[src/rtl/fpu_f2i.sv]
// IEEE 754 single -> signed 32-bit integer converter with a one-bit-per-cycle alignment shifter.
// Optional round-to-nearest-even when FPU_F2I_ROUND_NEAREST_EN is defined; truncation otherwise.
module fpu_f2i (
    input  logic        clk,
    input  logic        rst,
    input  logic [31:0] A,
    input  logic        in_valid,
    output logic        in_ready,
    output logic [31:0] outp,
    output logic        out_valid,
    input  logic        out_ready,
    output logic        invalid,
    output logic        inexact
);

    typedef enum logic [1:0] {IDLE, SHIFT, DONE} state_t;

    state_t state, state_next;

`ifdef FPU_F2I_ROUND_NEAREST_EN
    // e == -1 still needs the guard bit, so it goes through the shifter.
    localparam logic [7:0] MIN_SHIFT_EXP = 8'd126;
`else
    localparam logic [7:0] MIN_SHIFT_EXP = 8'd127;
`endif

    logic        a_sign;
    logic [7:0]  a_exp;
    logic [22:0] a_frac;

    logic [31:0] mag;
    logic [4:0]  cnt;
    logic        shift_left;
    logic        sign;
    logic        sticky;
    logic        inv_pend;

    logic [31:0] ld_mag;
    logic [4:0]  ld_cnt;
    logic        ld_left;
    logic        ld_sign;
    logic        ld_sticky;
    logic        ld_inv;

    logic        accept;
    logic        finalize;
    logic        take;

    logic [31:0] mag_rounded;
    logic        fin_inexact;
    logic [31:0] fin_result;

    assign a_sign = A[31];
    assign a_exp  = A[30:23];
    assign a_frac = A[22:0];

    assign in_ready = (state == IDLE) && !rst;
    assign accept   = in_valid && in_ready;
    assign finalize = (state == SHIFT) && (cnt == 5'd0);
    assign take     = (state == DONE) && out_valid && out_ready;

    // Special cases preload a magnitude/sign pair that finalizes to the saturated or zero result.
    always_comb begin
        ld_mag    = {8'd0, 1'b1, a_frac};
        ld_cnt    = 5'd0;
        ld_left   = 1'b0;
        ld_sign   = a_sign;
        ld_sticky = 1'b0;
        ld_inv    = 1'b0;
        if (a_exp == 8'hFF) begin
            ld_inv = 1'b1;
            if (a_frac != 23'd0) begin
                ld_sign = 1'b0;
                ld_mag  = 32'h7FFF_FFFF;
            end else begin
                ld_mag = a_sign ? 32'h8000_0000 : 32'h7FFF_FFFF;
            end
        end else if (a_exp >= 8'd158) begin
            ld_mag = a_sign ? 32'h8000_0000 : 32'h7FFF_FFFF;
            ld_inv = !(a_sign && (a_exp == 8'd158) && (a_frac == 23'd0));
        end else if (a_exp == 8'd0) begin
            ld_mag    = 32'd0;
            ld_sticky = |a_frac;
        end else if (a_exp < MIN_SHIFT_EXP) begin
            ld_mag    = 32'd0;
            ld_sticky = 1'b1;
        end else if (a_exp >= 8'd150) begin
            ld_left = 1'b1;
            ld_cnt  = 5'(a_exp - 8'd150);
        end else begin
            ld_cnt = 5'(8'd150 - a_exp);
        end
    end

    always_comb begin
        state_next = state;
        case (state)
            IDLE:    if (accept)   state_next = SHIFT;
            SHIFT:   if (finalize) state_next = DONE;
            DONE:    if (take)     state_next = IDLE;
            default: state_next = IDLE;
        endcase
    end

    always_ff @(posedge clk) begin
        if (rst) state <= IDLE;
        else     state <= state_next;
    end

`ifdef FPU_F2I_ROUND_NEAREST_EN
    logic guard_bit;
    logic round_up;

    // Round half to even: increment on guard when anything below it or the LSB is set.
    assign round_up    = guard_bit && (sticky || mag[0]);
    assign mag_rounded = mag + {31'd0, round_up};
    assign fin_inexact = guard_bit || sticky;

    always_ff @(posedge clk) begin
        if (rst)
            guard_bit <= 1'b0;
        else if (accept)
            guard_bit <= 1'b0;
        else if ((state == SHIFT) && (cnt != 5'd0) && !shift_left)
            guard_bit <= mag[0];
    end
`else
    assign mag_rounded = mag;
    assign fin_inexact = sticky;
`endif

    assign fin_result = sign ? -mag_rounded : mag_rounded;

    always_ff @(posedge clk) begin
        if (rst) begin
            mag        <= 32'd0;
            cnt        <= 5'd0;
            shift_left <= 1'b0;
            sign       <= 1'b0;
            sticky     <= 1'b0;
            inv_pend   <= 1'b0;
            outp       <= 32'd0;
            out_valid  <= 1'b0;
            invalid    <= 1'b0;
            inexact    <= 1'b0;
        end else if (accept) begin
            mag        <= ld_mag;
            cnt        <= ld_cnt;
            shift_left <= ld_left;
            sign       <= ld_sign;
            sticky     <= ld_sticky;
            inv_pend   <= ld_inv;
        end else if (state == SHIFT) begin
            if (cnt != 5'd0) begin
                cnt <= cnt - 5'd1;
                if (shift_left) begin
                    mag <= mag << 1;
                end else begin
                    mag <= mag >> 1;
`ifdef FPU_F2I_ROUND_NEAREST_EN
                    sticky <= sticky | guard_bit;
`else
                    sticky <= sticky | mag[0];
`endif
                end
            end else begin
                outp      <= fin_result;
                inexact   <= fin_inexact;
                invalid   <= inv_pend;
                out_valid <= 1'b1;
            end
        end else if (take) begin
            out_valid <= 1'b0;
            invalid   <= 1'b0;
            inexact   <= 1'b0;
        end
    end

endmodule

[config.mk]
export PLATFORM = sky130hd
export DESIGN_NAME = fpu_f2i
export DESIGN_NICKNAME = d
export VERILOG_FILES = /design/src/rtl/fpu_f2i.sv
export SDC_FILE = /design/constraint.sdc
export NUM_CORES = 1
export LEC_CHECK = 0
export CAP_MARGIN = 20
export CORE_ASPECT_RATIO = 0.7
export CORE_MARGIN = 5
export CORE_UTILIZATION = 45
export DETAILED_ROUTE_END_ITERATION = 16
export PLACE_DENSITY = 0.69
export SLEW_MARGIN = 25
export SYNTH_ARGS = -nofsm -noshare
export SYNTH_HDL_FRONTEND = slang
export SYNTH_SLANG_ARGS = --single-unit
[constraint.sdc]
create_clock -name clk -period 2.3 [get_ports clk]
set_input_delay 0.575 -clock clk [delete_from_list [all_inputs] [get_ports clk]]
set_output_delay 0.575 -clock clk [all_outputs]
set_load 0.01 [all_outputs]
==> results.sh <==
export IMPL_clock_fmax_mhz=445
export IMPL_timing_critical_path_to_type="register"
export IMPL_share_of_flip_flops_with_an_asynchronous_set_or_reset_after_synthesis_pct=0
export IMPL_first_global_vias=4509
export IMPL_width_of_the_die_um=131
export IMPL_global_route_wire_length_before_repair_um=22400
export IMPL_initial_core_util_pct=45.3
export IMPL_clk_pin_slew_ns=0.06
export IMPL_timing_final_crit_period_ns=2.25
export IMPL_power_leakage_nw=2.30
export IMPL_layout_cell_share_with_drive_strength_beyond_1_pct=19.3
export IMPL_netSwitchingFraction_pct=33.9
export IMPL_power_switching_mw=1.60
export IMPL_synth_top_flop_cell="sky130_fd_sc_hd__dfxtp_1"
export IMPL_die_h_um=94.8
export IMPL_cap_violations=0
export IMPL_worst_ir_drop_vdd_uv=451
export IMPL_timing_critical_path_required_ns=2.50
export IMPL_cts_max_path_buffers=2
export IMPL_postSynthRegisterBits=78
export IMPL_worstPathArrival_ns=2.44
export IMPL_crit_type="in -> reg"
export IMPL_list_of_cells_traversed_by_the_critical_path="clkdlybuf4s50_1 -> or4b_1 -> o21ai_2 -> o31ai_2 -> a211oi_4 -> buf_6 -> a211oi_1"
export IMPL_synthMostInstantiatedCell="sky130_fd_sc_hd__dfxtp_1"
export IMPL_grt_max_degree=67
export IMPL_clk_root_buffer_cell="sky130_fd_sc_hd__clkbuf_16"
export IMPL_power_clock_fraction_pct=30.3
export IMPL_timing_final_ws_setup_ns=0.0529
export IMPL_antenna_cells_inserted=0
export IMPL_htree_levels=3
export IMPL_fp_row_count=31
export IMPL_final_max_slew_viol_count=0
export IMPL_finalNetCount=718
export IMPL_dr_first_iter_drc_count=401
export IMPL_worstHoldPathType="reg -> reg"
export IMPL_avgViaCountPerCell=5.82
export IMPL_synth_largest_area_cell="sky130_fd_sc_hd__dfxtp_1"
export IMPL_dpl_cell_count=795
export IMPL_hpwl_reported_at_the_end_of_detailed_placement_um=9920
export IMPL_post_synth_instance_area_um2=4620
export IMPL_post_route_period_util_pct=97.7
export IMPL_cts_buffers=9
export IMPL_max_slew_worst_pin_slew_ns=0.557
export IMPL_synth_seq_area_share_pct=33.8
export IMPL_setup_viol=0
export IMPL_syn_num_nets=610
export IMPL_timing_critical_path_from_type="input pin"
export IMPL_synth_top_cells_by_count="sky130_fd_sc_hd__dfxtp_1 (78), sky130_fd_sc_hd__nor2_1 (75), sky130_fd_sc_hd__clkbuf_1 (38), sky130_fd_sc_hd__a211oi_1 (37)"
export IMPL_coreArea_um2=10200
export IMPL_synth_edf_count=0
export IMPL_critical_path_slowest_cell="sky130_fd_sc_hd__or4b_1"
export IMPL_seqPwrFrac_pct=36.2
export IMPL_p_per_area_nw_per_um2=746
export IMPL_track_usage_pct=21.9
export IMPL_synthToLayoutAreaGrowth_pct=37.0
export IMPL_detail_route_drc_violations=0
export IMPL_cp_max_fo=8
export IMPL_tritoncts="done"
export IMPL_fin_total_pwr_mw=4.72
export IMPL_max_slew_margin_rel_pct=62.5
export IMPL_globalRouteOverflowTotal=0
export IMPL_ys_top_cells_by_area="sky130_fd_sc_hd__dfxtp_1 (34%), sky130_fd_sc_hd__nor2_1 (6.1%), sky130_fd_sc_hd__a211oi_1 (6.0%)"
export IMPL_port_buffers=71
export IMPL_pre_cts_ws_ns=-0.380
export IMPL_cpPeakStageDelay_ns=0.56
export IMPL_global_placer_s_final_weighted_congestion=0.845
export IMPL_detailedRoute_firstPassIterationCount=5
export IMPL_grt_antenna_before_repair=0
export IMPL_report_final_hold_viol_count=0
export IMPL_synth_top_area_share_pct=33.8
export IMPL_wirelength_um=13700
export IMPL_ys_types=64
export IMPL_internal_power_mw=3.13
export IMPL_detail_route_antenna_nets=0
export IMPL_count_of_yosys_warnings_during_synthesis=0
export IMPL_outcome="finished clean"
export IMPL_power_frac_comb_pct=33.6
export IMPL_wl_per_cell_um=16.8
export IMPL_grt_setup_unrepaired="yes"
export IMPL_layout_cells_non_filler=812
export IMPL_timing_clock_skew_ns=0.00842
export IMPL_syn_avg_cell_area_um2=8.15
export IMPL_clkLatencyLatePin_ns=0.34
export IMPL_clkSinkCount=78
export IMPL_top_level_ports=72
export IMPL_finalCoreUtilization_pct=62.1
export IMPL_num_vias=4729
export IMPL_syn_instance_count=567
export IMPL_die_area_um2=12400
worst paths after layout:
| kind | end | slack [ns] | startpoint | depth (start not counted) |
|---|---|---|---|---|
| setup reg to reg | mag[15] | 0.18 | cnt[0] | 9 |
| setup / recovery | mag[15] | 0.05 | in_valid | 7 |
| hold / removal | outp[0] | 0.46 | outp[0] | 2 |
| hold reg to reg | outp[0] | 0.46 | outp[0] | 2 |
flip-flops by register name, summed over array words and instances (netlist names):
| signal | count |
|---|---|
| out_valid | 1 |
| cnt | 5 |
| sign | 1 |
| shift_left | 1 |
| inexact | 1 |
| fin_inexact | 1 |
| outp | 32 |
| mag | 32 |
| state | 2 |
| invalid | 1 |
| inv_pend | 1 |
power by group through the flow:
| stage | clock (mW) | sequential (mW) | combinational, mW |
|---|---|---|---|
| 5_1_grt | 1.52 | 1.73 | 1.74 |
| 6_report | 1.43 | 1.71 | 1.59 |
| 2_1_floorplan | 0 | 1.72 | 0.922 |
| 3_3_place_gp | 0 | 1.72 | 1.50 |
| 4_1_cts | 1.45 | 1.71 | 1.55 |
| 3_5_place_dp | 0 | 1.73 | 1.53 |
metrics by stage:
| stage | area (um^2) | setup TNS (ns) | hold WS, ns |
|---|---|---|---|
| floorplan | 4620 | 0 | 0.444 |
| global placement | 5910 | -8.73 | 0.448 |
| detailed placement | 5910 | -12.15 | 0.453 |
| CTS | 6230 | 0 | 0.461 |
| global route | 6330 | -0.114 | 0.488 |
| finish | 6330 | 0 | 0.458 |
worst max-delay path, delay by kind of cell:
family | cells | cell delay (ns)
buf+inv | 2 | 0.64
compound gates | 4 | 0.66
simple gates | 1 | 0.56
area by class of cell:
| type | instances | area [um^2] |
|---|---|---|
| Tap cell | 132 | 165 |
| Clock inverter | 6 | 61.3 |
| Clock buffer | 10 | 239 |
| Timing Repair Buffer | 150 | 1350 |
| Multi-Input combinational cell | 423 | 2910 |
| Sequential cell | 78 | 1560 |
| Inverter | 13 | 48.8 |
| Fill cell | 901 | 3870 |
logic make-up after synthesis:
logic type      synth area share [%]
compound gates                  27.2
xor+xnor                        6.82
fa+ha+maj                       1.89
buf+inv                         5.82
flops                           33.8
mux                             5.66
simple gates                    18.8
per-layer routing:
| layer | GRT usage (%) | wire length, um | vias up |
|---|---|---|---|
| met5 | 0 | 0 | - |
| met4 | 5.62 | 202 | 0 |
| met3 | 5.38 | 952 | 22 |
| met2 | 32.6 | 5820 | 163 |
| met1 | 31.7 | 6710 | 2221 |
| li1 | - | - | 2323 |
repair_timing:
item,in CTS,in global routing
buffers inserted,0,0
setup endpoints to repair,15,30
resized for setup,5,23
pin swaps,0,6
hold buffers,0,0
gates cloned,0,1
cell usage in the layout, fill, tap and decap left out, types with 3 or more instances in the layout:
cell type	n
sky130_fd_sc_hd__a211oi_1	36
sky130_fd_sc_hd__a21oi_1	29
sky130_fd_sc_hd__a311oi_1	3
sky130_fd_sc_hd__a31oi_1	32
sky130_fd_sc_hd__and3_1	4
sky130_fd_sc_hd__buf_12	3
sky130_fd_sc_hd__buf_4	73
sky130_fd_sc_hd__buf_6	3
sky130_fd_sc_hd__clkbuf_16	9
sky130_fd_sc_hd__clkdlybuf4s50_1	70
sky130_fd_sc_hd__clkinv_2	3
sky130_fd_sc_hd__dfxtp_1	78
sky130_fd_sc_hd__ha_1	6
sky130_fd_sc_hd__inv_1	12
sky130_fd_sc_hd__mux2i_1	25
sky130_fd_sc_hd__nand2_1	30
sky130_fd_sc_hd__nand2b_1	4
sky130_fd_sc_hd__nand3_1	6
sky130_fd_sc_hd__nand3b_1	4
sky130_fd_sc_hd__nor2_1	73
sky130_fd_sc_hd__nor3_1	3
sky130_fd_sc_hd__nor4_1	7
sky130_fd_sc_hd__nor4_4	4
sky130_fd_sc_hd__o211ai_1	8
sky130_fd_sc_hd__o21ai_0	31
sky130_fd_sc_hd__o22ai_1	3
sky130_fd_sc_hd__o31ai_1	8
sky130_fd_sc_hd__o41ai_1	8
sky130_fd_sc_hd__or2_2	8
sky130_fd_sc_hd__or3_1	4
sky130_fd_sc_hd__or4_1	3
sky130_fd_sc_hd__xnor2_1	11
sky130_fd_sc_hd__xor2_1	25
No activity file was read; power rests on OpenSTA's default activity.
